$ cat src/rtl/lsu_pkg.sv
// Shared definitions for the load/store unit: funct3 encodings, FSM state type
// and the store lane helpers used when a request is accepted.
package lsu_pkg;

  localparam logic [2:0] F3_B  = 3'b000;
  localparam logic [2:0] F3_H  = 3'b001;
  localparam logic [2:0] F3_W  = 3'b010;
  localparam logic [2:0] F3_BU = 3'b100;
  localparam logic [2:0] F3_HU = 3'b101;

  typedef enum logic [1:0] {
    IDLE  = 2'd0,
    WRITE = 2'd1,
    READ  = 2'd2,
    RESP  = 2'd3
  } lsu_state_t;

  // Byte-lane enables for a legal, aligned store; illegal sizes get no lanes.
  function automatic logic [3:0] lane_mask(input logic [2:0] funct3, input logic [1:0] offset);
    case (funct3[1:0])
      2'b00:   lane_mask = 4'b0001 << offset;
      2'b01:   lane_mask = offset[1] ? 4'b1100 : 4'b0011;
      2'b10:   lane_mask = 4'b1111;
      default: lane_mask = 4'b0000;
    endcase
  endfunction

  // Replicating the store operand lets the mask alone select the target lanes.
  function automatic logic [31:0] lane_data(input logic [2:0] funct3, input logic [31:0] wdata);
    case (funct3[1:0])
      2'b00:   lane_data = {4{wdata[7:0]}};
      2'b01:   lane_data = {2{wdata[15:0]}};
      default: lane_data = wdata;
    endcase
  endfunction

  function automatic logic access_fault(input logic store, input logic [2:0] funct3,
                                        input logic [1:0] offset);
    logic illegal;
    logic misaligned;
    if (store) illegal = !(funct3 inside {F3_B, F3_H, F3_W});
    else       illegal = funct3 inside {3'b011, 3'b110, 3'b111};
    misaligned = ((funct3[1:0] == 2'b01) && offset[0]) ||
                 ((funct3[1:0] == 2'b10) && (offset != 2'b00));
    access_fault = illegal || misaligned;
  endfunction

endpackage

$ cat src/rtl/load_extend.sv
// Picks the addressed byte/halfword/word out of a memory word and sign- or
// zero-extends it according to the RV32I load funct3.
module load_extend
  import lsu_pkg::*;
(
  input  logic [31:0] word_i,
  input  logic [2:0]  funct3_i,
  input  logic [1:0]  offset_i,
  output logic [31:0] data_o
);

  logic [7:0]  byte_sel;
  logic [15:0] half_sel;

  always_comb begin
    byte_sel = 8'(word_i >> {offset_i, 3'b000});
    half_sel = offset_i[1] ? word_i[31:16] : word_i[15:0];
    case (funct3_i)
      F3_B:    data_o = {{24{byte_sel[7]}}, byte_sel};
      F3_BU:   data_o = {24'd0, byte_sel};
      F3_H:    data_o = {{16{half_sel[15]}}, half_sel};
      F3_HU:   data_o = {16'd0, half_sel};
      F3_W:    data_o = word_i;
      default: data_o = 32'd0;
    endcase
  end

endmodule

$ cat src/rtl/lsu_mem_ctrl.sv
// Single-outstanding load/store controller driving the data_mem port set.
// Decodes at acceptance, writes for one cycle or waits out the read latency.
module lsu_mem_ctrl
  import lsu_pkg::*;
#(
  parameter int ADDR_W     = 3,
  parameter int MEM_RD_LAT = 1
) (
  input  logic              clk,
  input  logic              rst_n,
  input  logic              req_valid,
  output logic              req_ready,
  input  logic              req_store,
  input  logic [2:0]        req_funct3,
  input  logic [31:0]       req_addr,
  input  logic [31:0]       req_wdata,
  output logic              resp_valid,
  output logic [31:0]       resp_rdata,
  output logic              resp_fault,
  output logic [ADDR_W-1:0] mem_addr,
  output logic [31:0]       mem_data,
  output logic              mem_wr,
  output logic [3:0]        mem_masked,
  input  logic [31:0]       mem_r_data
);

  lsu_state_t        state_q, state_d;
  logic [2:0]        cnt_q, cnt_d;
  logic [2:0]        f3_q, f3_d;
  logic [1:0]        off_q, off_d;
  logic [ADDR_W-1:0] addr_q, addr_d;
  logic [31:0]       wdata_q, wdata_d;
  logic              wr_q, wr_d;
  logic [3:0]        mask_q, mask_d;
  logic              rvalid_q, rvalid_d;
  logic [31:0]       rdata_q, rdata_d;
  logic              rfault_q, rfault_d;

  logic [31:0]       load_data;
  logic              req_fault;
  logic              unused_addr_hi;

  // Upper address bits wrap by design; they are deliberately dropped.
  assign unused_addr_hi = ^req_addr[31:ADDR_W+2];

  assign req_fault = access_fault(req_store, req_funct3, req_addr[1:0]);

  load_extend u_load_extend (
    .word_i   (mem_r_data),
    .funct3_i (f3_q),
    .offset_i (off_q),
    .data_o   (load_data)
  );

  always_comb begin
    // NOTE: every next-state signal gets a default first so no path infers a latch.
    state_d  = state_q;
    cnt_d    = cnt_q;
    f3_d     = f3_q;
    off_d    = off_q;
    addr_d   = addr_q;
    wdata_d  = wdata_q;
    wr_d     = 1'b0;
    mask_d   = 4'b0000;
    rvalid_d = 1'b0;
    rdata_d  = rdata_q;
    rfault_d = rfault_q;

    case (state_q)
      IDLE: begin
        if (req_valid) begin
          f3_d   = req_funct3;
          off_d  = req_addr[1:0];
          addr_d = req_addr[ADDR_W+1:2];
          if (req_fault) begin
            state_d  = RESP;
            rvalid_d = 1'b1;
            rdata_d  = 32'd0;
            rfault_d = 1'b1;
          end else if (req_store) begin
            state_d = WRITE;
            wr_d    = 1'b1;
            mask_d  = lane_mask(req_funct3, req_addr[1:0]);
            wdata_d = lane_data(req_funct3, req_wdata);
          end else begin
            state_d = READ;
            cnt_d   = 3'(MEM_RD_LAT);
          end
        end
      end
      WRITE: begin
        state_d  = RESP;
        rvalid_d = 1'b1;
        rdata_d  = 32'd0;
        rfault_d = 1'b0;
      end
      READ: begin
        // The capture edge is the one on which the count reaches zero.
        cnt_d = cnt_q - 3'd1;
        if (cnt_q == 3'd1) begin
          state_d  = RESP;
          rvalid_d = 1'b1;
          rdata_d  = load_data;
          rfault_d = 1'b0;
        end
      end
      RESP:    state_d = IDLE;
      default: state_d = IDLE;
    endcase
  end

  // NOTE: sequential state uses non-blocking assignments so all registers update together.
  always_ff @(posedge clk or negedge rst_n) begin
    if (!rst_n) begin
      state_q  <= IDLE;
      cnt_q    <= 3'd0;
      f3_q     <= 3'd0;
      off_q    <= 2'd0;
      addr_q   <= '0;
      wdata_q  <= 32'd0;
      wr_q     <= 1'b0;
      mask_q   <= 4'b0000;
      rvalid_q <= 1'b0;
      rdata_q  <= 32'd0;
      rfault_q <= 1'b0;
    end else begin
      state_q  <= state_d;
      cnt_q    <= cnt_d;
      f3_q     <= f3_d;
      off_q    <= off_d;
      addr_q   <= addr_d;
      wdata_q  <= wdata_d;
      wr_q     <= wr_d;
      mask_q   <= mask_d;
      rvalid_q <= rvalid_d;
      rdata_q  <= rdata_d;
      rfault_q <= rfault_d;
    end
  end

  assign req_ready  = (state_q == IDLE);
  assign resp_valid = rvalid_q;
  assign resp_rdata = rdata_q;
  assign resp_fault = rfault_q;
  assign mem_addr   = addr_q;
  assign mem_data   = wdata_q;
  assign mem_wr     = wr_q;
  assign mem_masked = mask_q;

endmodule

$ cat config.mk
export PLATFORM = sky130hd
export DESIGN_NAME = lsu_mem_ctrl
export DESIGN_NICKNAME = d
export VERILOG_FILES = /design/src/rtl/lsu_pkg.sv /design/src/rtl/load_extend.sv /design/src/rtl/lsu_mem_ctrl.sv
export SDC_FILE = /design/constraint.sdc
export NUM_CORES = 1
export LEC_CHECK = 0
export CELL_PAD_IN_SITES_DETAIL_PLACEMENT = 0
export CELL_PAD_IN_SITES_GLOBAL_PLACEMENT = 1
export CORE_MARGIN = 2
export CORE_UTILIZATION = 50
export DETAILED_ROUTE_END_ITERATION = 16
export DONT_BUFFER_PORTS = 1
export HOLD_SLACK_MARGIN = 0.02
export PLACE_DENSITY_LB_ADDON = 0.15
export SETUP_SLACK_MARGIN = 0.05
export SLEW_MARGIN = 5
export SYNTH_ARGS = -nofsm -noshare
export SYNTH_HDL_FRONTEND = slang
export SYNTH_HIERARCHICAL = 1
export SYNTH_SLANG_ARGS = --single-unit
$ cat constraint.sdc
create_clock -name clk -period 2.9 [get_ports clk]
set_clock_uncertainty 0.2 [all_clocks]
set_input_delay 0.435 -clock clk [delete_from_list [all_inputs] [get_ports clk]]
set_output_delay 0.435 -clock clk [all_outputs]
set_load 0.03 [all_outputs]
* Yosys cells after proc, flatten, opt, wreduce, memory -nomap -nowiden *
Cells that the tools add are included.

word-level totals
  output and inout bits = 75
  bits in registers = 84
  word-level logic and storage cells = 89
  input bits = 103

cells by class
  muxes and demuxes = 35
  reductions and logical operators = 19
  add/sub/neg operators = 1
  shift operators = 2
  bitwise logic cells = 1
  equal/unequal tests = 20

operators with widths
  operator                                                                number
  32-bit case mux with 5 select lines                                     1
  32-bit 2-to-1 mux                                                       3
  32-bit case mux with 3 select lines                                     1
  32-bit case mux with 2 select lines                                     1
  32-bit by 5-bit right shift with 8-bit output                           1
  4-bit 2-to-1 mux                                                        5
  16-bit 2-to-1 mux                                                       1
  3-bit equality test (second input constant)                             4
  4-bit case mux with 3 select lines                                      1
  4-bit AND reduction                                                     3
  1-bit 2-to-1 mux                                                        11
  3-bit by 1-bit equality test with 1-bit output (second input constant)  3
  3-bit by 2-bit equality test with 1-bit output (second input constant)  3
  3-bit 2-to-1 mux                                                        3
  3-bit nonzero test                                                      3
  2-bit 2-to-1 mux                                                        4
  2-bit != test (second input constant)                                   4
  2-bit case mux with 4 select lines                                      1
  2-bit equality test (second input constant)                             3
  3-bit zero test                                                         2
  1-bit case mux with 3 select lines                                      2
  3-bit case mux with 2 select lines                                      1
  2-bit by 1-bit equality test with 1-bit output (second input constant)  2
  2-bit zero test                                                         2
  9 further kinds                                                         13

* Logic depth before layout (Yosys ltp) *
Gate-level depths: netlist (run 1).

  depth after elaboration = 8
  gate-level depth with buffers = 8
  mapped depth without buffers = 6

* Modules after synthesis *
Netlist (run 1), hierarchy kept.

by module, submodules not included
  module        area an instance (µm²)  cells an instance  instances
  lsu_mem_ctrl  3925.0                  377                1
  load_extend   822.0                   111                1

* Worst setup path before layout (run 1) *
Ideal clock, no wire load.

  kind = flip-flop to flip-flop
  from = register state_q[0]
  to = register wdata_q[1] (netlist: mem_data[1])
  path buffers = 1
  path slack = 0.793 ns
  arrival = 1.783 ns
  cell stages (with the launch flop) = 7
  period minus slack after synthesis = 2.107 ns
  path through = dfrtp_1 > inv_1 > ha_1 > nand2_1 > nand4b_2 > buf_2 > mux2_2

between the ends
  word-level cells in the longest chain between the ends = 2

ends and longest elaborated chain
  what                                  RTL line             source
  start, declared                       lsu_mem_ctrl.sv:27   lsu_state_t state_q, state_d;
  start signal, assigned                lsu_mem_ctrl.sv:127  state_q <= state_d;
  2-bit zero test                       --
  net req_ready                         lsu_mem_ctrl.sv:12   output logic req_ready,
  4-bit AND reduction (no source line)  --
  end signal, assigned                  lsu_mem_ctrl.sv:132  wdata_q <= wdata_d;
  end, declared                         lsu_mem_ctrl.sv:32   logic [31:0] wdata_q, wdata_d;

The timed path passes the listed nets, and every way through them passes these cells.
A chain may end at the register's enable or synchronous reset.

* Final worst setup path (run 1) *
  from = register off_q[1]
  to = register rdata_q[16] (netlist: resp_rdata[16])

between the ends
  word-level cells in the longest chain between the ends = 4

ends and longest elaborated chain
  what                                                                                       RTL line                              source
  start, declared                                                                            lsu_mem_ctrl.sv:30                    logic [1:0] off_q, off_d;
  start signal, assigned                                                                     lsu_mem_ctrl.sv:118                   off_q <= 2'd0;
  start signal, assigned                                                                     lsu_mem_ctrl.sv:130                   off_q <= off_d;
  32-bit by 5-bit right shift with 8-bit output / 16-bit 2-to-1 mux (equally long branches)  load_extend.sv:16, load_extend.sv:17
  32-bit case mux with 5 select lines (*)                                                    load_extend.sv:18                     case (funct3_i)
  net load_data[16]                                                                          lsu_mem_ctrl.sv:39                    logic [31:0] load_data;
  32-bit 2-to-1 mux (*)                                                                      lsu_mem_ctrl.sv:100                   if (cnt_q == 3'd1) begin
  32-bit case mux with 3 select lines (*)                                                    lsu_mem_ctrl.sv:69                    case (state_q)
  end signal, assigned                                                                       lsu_mem_ctrl.sv:136                   rdata_q <= rdata_d;
  end, declared                                                                              lsu_mem_ctrl.sv:36                    logic [31:0] rdata_q, rdata_d;

Mark *: on every way through the listed nets, which the timed path passes. The rest lies on a longest branch. The select of a mux whose other input is x is not followed.

==> flow_metrics.tcl, run 1 <==
set metrics [dict create \
    drt-total-wl_um 12100 \
    start_util_pct 51.4 \
    synth_top_area_cell "dfrtp_1" \
    finish.utilization_pct 56.3 \
    critical_path_class "reg -> reg" \
    synth.avg_cell_area_um2 9.73 \
    power.density_mw_per_mm2 1160 \
    max-slew-margin-rel_pct 41.8 \
    tritoncts "built" \
    r2r_slack_ps 590 \
    die_h_um 101 \
    syn_to_final_growth_pct 9.57 \
    clk_pin_slew_worst_paths_ps 90 \
    vdd_drop_max_mv 0.546 \
    cp_max_fo 24 \
    worst_ep_arrival_time_ps 2340 \
    dp_slack_ps 652 \
    h-tree-depth 3 \
    vias 3715 \
    rows 35 \
    dp_hpwl_um 8400 \
    max_cap_violations 0 \
    wl_per_cell_um 19.5 \
    cts_buffer_depth 2 \
    async_flop_share_pct 100 \
    tns_ps 0 \
    pwr-share-comb_pct 36.8 \
    rsz0062_at_grt "false" \
    overflow 0 \
    grt_pass1_vias 3655 \
    ys.flop_type "dfrtp_1" \
    fin_ws_ps 593 \
    nNetsFinal 598 \
    grt_first_pass_wirelength_um 19200 \
    fmax_ghz 0.434 \
    die_w_um 101 \
    synth_edf_count 0 \
    drcViolationCount 0 \
    min_period_over_period_pct 79.5 \
    drt-pass1-iter-count 6 \
    power_w 0.00604 \
    post-cts-setup-buffer-count 0 \
    use_met3_pct 8.90 \
    gp_congestion 0.878 \
    antenna_cells 0 \
    switching_share_pct 49.4 \
    hold_path_class "in -> reg" \
    p_sw_w 0.00298 \
    dieArea_mm2 0.0103 \
    status "complete, no violations" \
    use_met1_pct 31.8 \
    vias_per_cell 5.97 \
    grt-busiest-layer "met2" \
    synth_seq_cells 84 \
    ys_seq_area_share_pct 44.3 \
    synth_area_leaders "dfrtp_1 44%, o21ai_0 7.3%, mux2i_1 5.9%, nand2_1 5.5%, o21ai_2 5.0%" \
    leakage_nw 2.26 \
    first_iter_violations 154 \
    clock_sinks 84 \
    worstMarginPinSlew_ps 874 \
    start_kind "register" \
    insertion_delay_ps 360 \
    syn_inst 488 \
    syn_nets 598 \
    power_frac_clock_pct 17.0 \
    io_pins 178 \
    period_needed_ps 2310 \
    portBuffers 0 \
    drv_slew 0 \
    worstPathRequired_ps 2930 \
    grt_max_degree 85 \
    ys_warn_count 6 \
    grtUsageTotal_pct 24.2 \
    grt_antenna_before_repair 0 \
    cts-root-buf "clkbuf_8" \
    core_mm2 0.00924 \
    finalNonFillerCells 622 \
    pwr-share-seq_pct 46.2 \
    nFillCells 820 \
    internal_power_w 0.00305 \
    syn_area_mm2 0.00475 \
    drive_gt1_share_pct 17.0 \
    end_kind "register" \
    yosysUniqueCellTypes 53 \
    setup_violations 0 \
    cts_buffers 9 \
    synth.top_cell.area_share_pct 44.3 \
    dp.cells 587 \
    final_antenna_net_count 0 \
    gr-usage-met2_pct 37.3 \
    hold_violations 0 \
]
## kinds of logic after synthesis
family / share of synthesized area [%]
adders and majority gates: 1.84
buffers and inverters: 5.54
and+or+nand+nor: 13.2
muxes: 12.0
DFF: 44.3
AOI/OAI and AO/OA: 23.2
## cells in the final DEF, fill, tap and decap left out, drive strengths merged, types with 5 or more instances in the layout
| master | count |
|---|---|
| o21ai | 104 |
| dfrtp | 84 |
| nand2 | 69 |
| mux2i | 28 |
| mux2 | 21 |
| nand3 | 19 |
| o211ai | 18 |
| dlygate4sd3 | 18 |
| nor2 | 18 |
| a21oi | 16 |
| inv | 12 |
| clkbuf | 9 |
| buf | 9 |
| ha | 7 |
| nor2b | 6 |
| a221o | 5 |
| a22oi | 5 |
## metal layers
layer  wire, um  part of all wire [%]  vias up
met1       5190                    43     1804
li1           -                     -     1751
met2       5660                    47      142
met4        178                   1.5        0
met3       1090                   9.0       18
met5          0                     0        -
## worst max-delay path: stages (launching register included)
cell,delay (ps)
dfrtp_1,770
nor2_1,190
a22oi_4,580
o211ai_1,230
nand2_1,150
o21ai_2,60
## Yosys cell counts (2+ instances only)
master	instances
ha_1	7
nand3b_1	2
a22oi_1	4
buf_6	7
o211ai_1	18
o21ai_2	27
buf_4	3
nand3_1	19
a221o_1	5
o2bb2ai_1	3
clkbuf_1	15
inv_1	11
nor2b_1	6
o21ai_0	69
dfrtp_1	84
a21oi_1	16
buf_2	12
mux2_2	20
nor2_1	17
a2bb2oi_1	2
nand2b_1	4
mux2i_1	28
o21ai_1	8
o221ai_1	4
nand2_1	69
## state kept, by name (all words and copies together), names as in the netlist
signal	count
off_q	2
state_q	2
resp_rdata	32
mem_masked	4
resp_valid	1
cnt_q	3
mem_data	32
mem_wr	1
resp_fault	1
f3_q	3
mem_addr	3
## metrics by stage
stage	area [um2]	hold WS (ps)
finish	5200	52.0
global route	5200	46.2
CTS	5200	30.4
detailed placement	4750	-58.6
global placement	4750	-58.8
floorplan	4750	-60.6
## worst paths after layout
| kind | start | endpoint | cells past startpoint |
|---|---|---|---|
| max reg2reg | off_q[1] | resp_rdata[16] | 5 |
| min | req_addr[1] | mem_masked[1] | 2 |
| min reg2reg | cnt_q[1] | cnt_q[1] | 1 |
| max | off_q[1] | resp_rdata[16] | 5 |
| min in group asynchronous | rst_n | mem_addr[1] | 2 |
| max in group asynchronous | rst_n | resp_rdata[6] | 2 |
## power by group through the flow
stage	combinational [W]	clock (W)	sequential, W
floorplan	0.00200	0	0.00262
global placement	0.00212	0	0.00281
detailed placement	0.00216	0	0.00282
CTS	0.00221	0.00105	0.00280
global route	0.00249	0.00111	0.00287
finish	0.00222	0.00102	0.00279
## layout make-up
cell class | instances | area (um2) | share of cell area (%)
tap | 129 | 161 | 3.10
timing repair buffer | 27 | 268 | 5.15
clock buffer | 9 | 124 | 2.38
sequential | 84 | 2100 | 40.4
multi-input combinational | 355 | 2380 | 45.8
inverter | 11 | 41.3 | 0.794
clock inverter | 7 | 123 | 2.36
## what timing repair did
| item | CTS | global route |
|---|---|---|
| hold buffers | 19 | 0 |
| endpoints found under the hold margin | 101 | 0 |
| resized for setup | 0 | 0 |
No activity file was read; power rests on OpenSTA's default activity.
==> run 2, diff against run 1 <==
--- a/config.mk
+++ b/config.mk
@@ -8,7 +8,7 @@
 export CELL_PAD_IN_SITES_DETAIL_PLACEMENT = 0
 export CELL_PAD_IN_SITES_GLOBAL_PLACEMENT = 1
 export CORE_MARGIN = 2
-export CORE_UTILIZATION = 50
+export CORE_UTILIZATION = 43
 export DETAILED_ROUTE_END_ITERATION = 16
 export DONT_BUFFER_PORTS = 1
 export HOLD_SLACK_MARGIN = 0.02
==> constraint.sdc (replaced) <==
create_clock -name clk -period 2.03 [get_ports clk]
set_clock_uncertainty 0.2 [all_clocks]
set_input_delay 0.3045 -clock clk [delete_from_list [all_inputs] [get_ports clk]]
set_output_delay 0.3045 -clock clk [all_outputs]
set_load 0.03 [all_outputs]
==> flow_metrics.tcl, run 2 (same netlist as run 1, synthesis figures left out) <==
set metrics [dict create \
    tns_ps 0 \
    hold_buffers 41 \
    setup_violations 0 \
    nFillCells 991 \
    io_pins 178 \
    min_period_over_period_pct 93.9 \
    finalNonFillerCells 678 \
    start_util_pct 44.0 \
    fmax_ghz 0.524 \
    violations "negative hold slack" \
    grt_max_degree 85 \
    power.density_mw_per_mm2 1600 \
    worstPathRequired_ps 2080 \
    seqCellArea_mm2 0.00211 \
    drive_gt1_share_pct 21.2 \
    holdWs_ps -573 \
    period_needed_ps 1910 \
    syn_to_final_growth_pct 19.5 \
    critPathBufInv 2 \
    multi_input_area_mm2 0.00241 \
    drcViolationCount 0 \
    grt_antenna_before_repair 0 \
    dp_slack_ps 32.6 \
    clk_pin_slew_worst_paths_ps 90 \
    cts_buffer_depth 2 \
    rsz0062_at_grt "true" \
    drt-pass1-iter-count 5 \
    worstMarginPinSlew_ps 526 \
    hold_path_class "in -> async" \
    dp.cells 615 \
    slowest_delay_ps 430 \
    worst_ep_arrival_time_ps 1950 \
    cp_slowest_cell "dfrtp_1" \
    vias_per_cell 5.68 \
    drv_slew 0 \
    dieArea_mm2 0.0119 \
    layout_commonest_cell "dfrtp_1" \
    die_w_um 109 \
    insertion_delay_ps 360 \
    fin_ws_ps 123 \
    r2r_start "state_q[1]" \
    grt_pass1_vias 3864 \
    rows 38 \
    nNetsFinal 643 \
    first_iter_violations 243 \
    vias 3850 \
    hold_violations 84 \
    portBuffers 0 \
    overflow 0 \
    worstPathCellList "inv_1 > ha_4 > nand2_1 > nand4b_4 > buf_12 > mux2_2" \
    end_kind "register" \
    cp_max_fo 31 \
    gp_congestion 0.863 \
    max_cap_violations 0 \
    die_h_um 109 \
    final_antenna_net_count 0 \
    cts-root-buf "clkbuf_8" \
    leakage_nw 2.48 \
    critical-path-top-delay-family "flip-flops" \
    core_mm2 0.0108 \
    clock_sinks 84 \
    vdd_drop_max_mv 0.906 \
    wl_per_cell_um 20.2 \
    layout_common_cells "81 x dfrtp_1, 69 x nand2_1, 69 x o21ai_0" \
    drt-total-wl_um 13700 \
    grt_first_pass_wirelength_um 21000 \
    tritoncts "built" \
    grtUsageTotal_pct 23.2 \
    start_kind "register" \
    critical_path_class "reg -> reg" \
    max-slew-margin-rel_pct 64.9 \
    antenna_cells 0 \
    startpoint "state_q[1]" \
    h-tree-depth 3 \
    cts_buffers 9 \
    dp_hpwl_um 9150 \
    finish.utilization_pct 52.6 \
    status "finished with violations" \
]
## run 2: power by group
part	switching (W)	internal (W)	total [W]
Sequential	0.00165	0.00231	0.00395
Clock	0.000623	0.000633	0.00126
Combinational	0.00213	0.00175	0.00389
## run 2: timing repair
item	4_1_cts	5_1_grt
gates resized for setup	1	8
setup buffers	0	4
cloned	0	2
endpoints found under the hold margin	129	84
pin swaps	0	2
setup endpoints to repair	8	44
## run 2: routing by layer
metal  up-vias  global-route usage [%]  wire, um  share of wire [%]
li1       1840                       -         -                  -
met1      1852                    31.2      5930                 43
met2       137                    34.9      6350                 46
met3        21                    7.83      1110                8.1
met4         0                    8.06       279                2.0
met5         -                       0         0                  0
## run 2: layout make-up
| cell class | instances | share of cell area, % |
|---|---|---|
| Inverter | 11 | 0.728 |
| Sequential cell | 84 | 37.1 |
| Clock inverter | 4 | 0.838 |
| Multi-Input combinational cell | 355 | 42.5 |
| Tap cell | 140 | 3.09 |
| Clock buffer | 12 | 2.73 |
| Timing Repair Buffer | 72 | 13.0 |
## run 2: final timing paths
check | cells after the start | slack, ps | to
hold / removal | 0 | -570 | resp_valid
setup reg to reg | 6 | 120 | mem_data[2]
min in group clk | 4 | 40 | resp_rdata[13]
hold reg to reg | 1 | 310 | cnt_q[1]
max in group asynchronous | 0 | 2030 | mem_data[1]
setup / recovery | 6 | 120 | mem_data[2]
## run 2: through the flow
step	hold WS, ps	area [um2]	total power [W]
detailed placement	-189	4940	0.00759
global placement	-189	4940	0.00750
global route	-608	5670	0.00974
floorplan	-191	4750	0.00660
CTS	-594	5570	0.00896
finish	-573	5670	0.00909
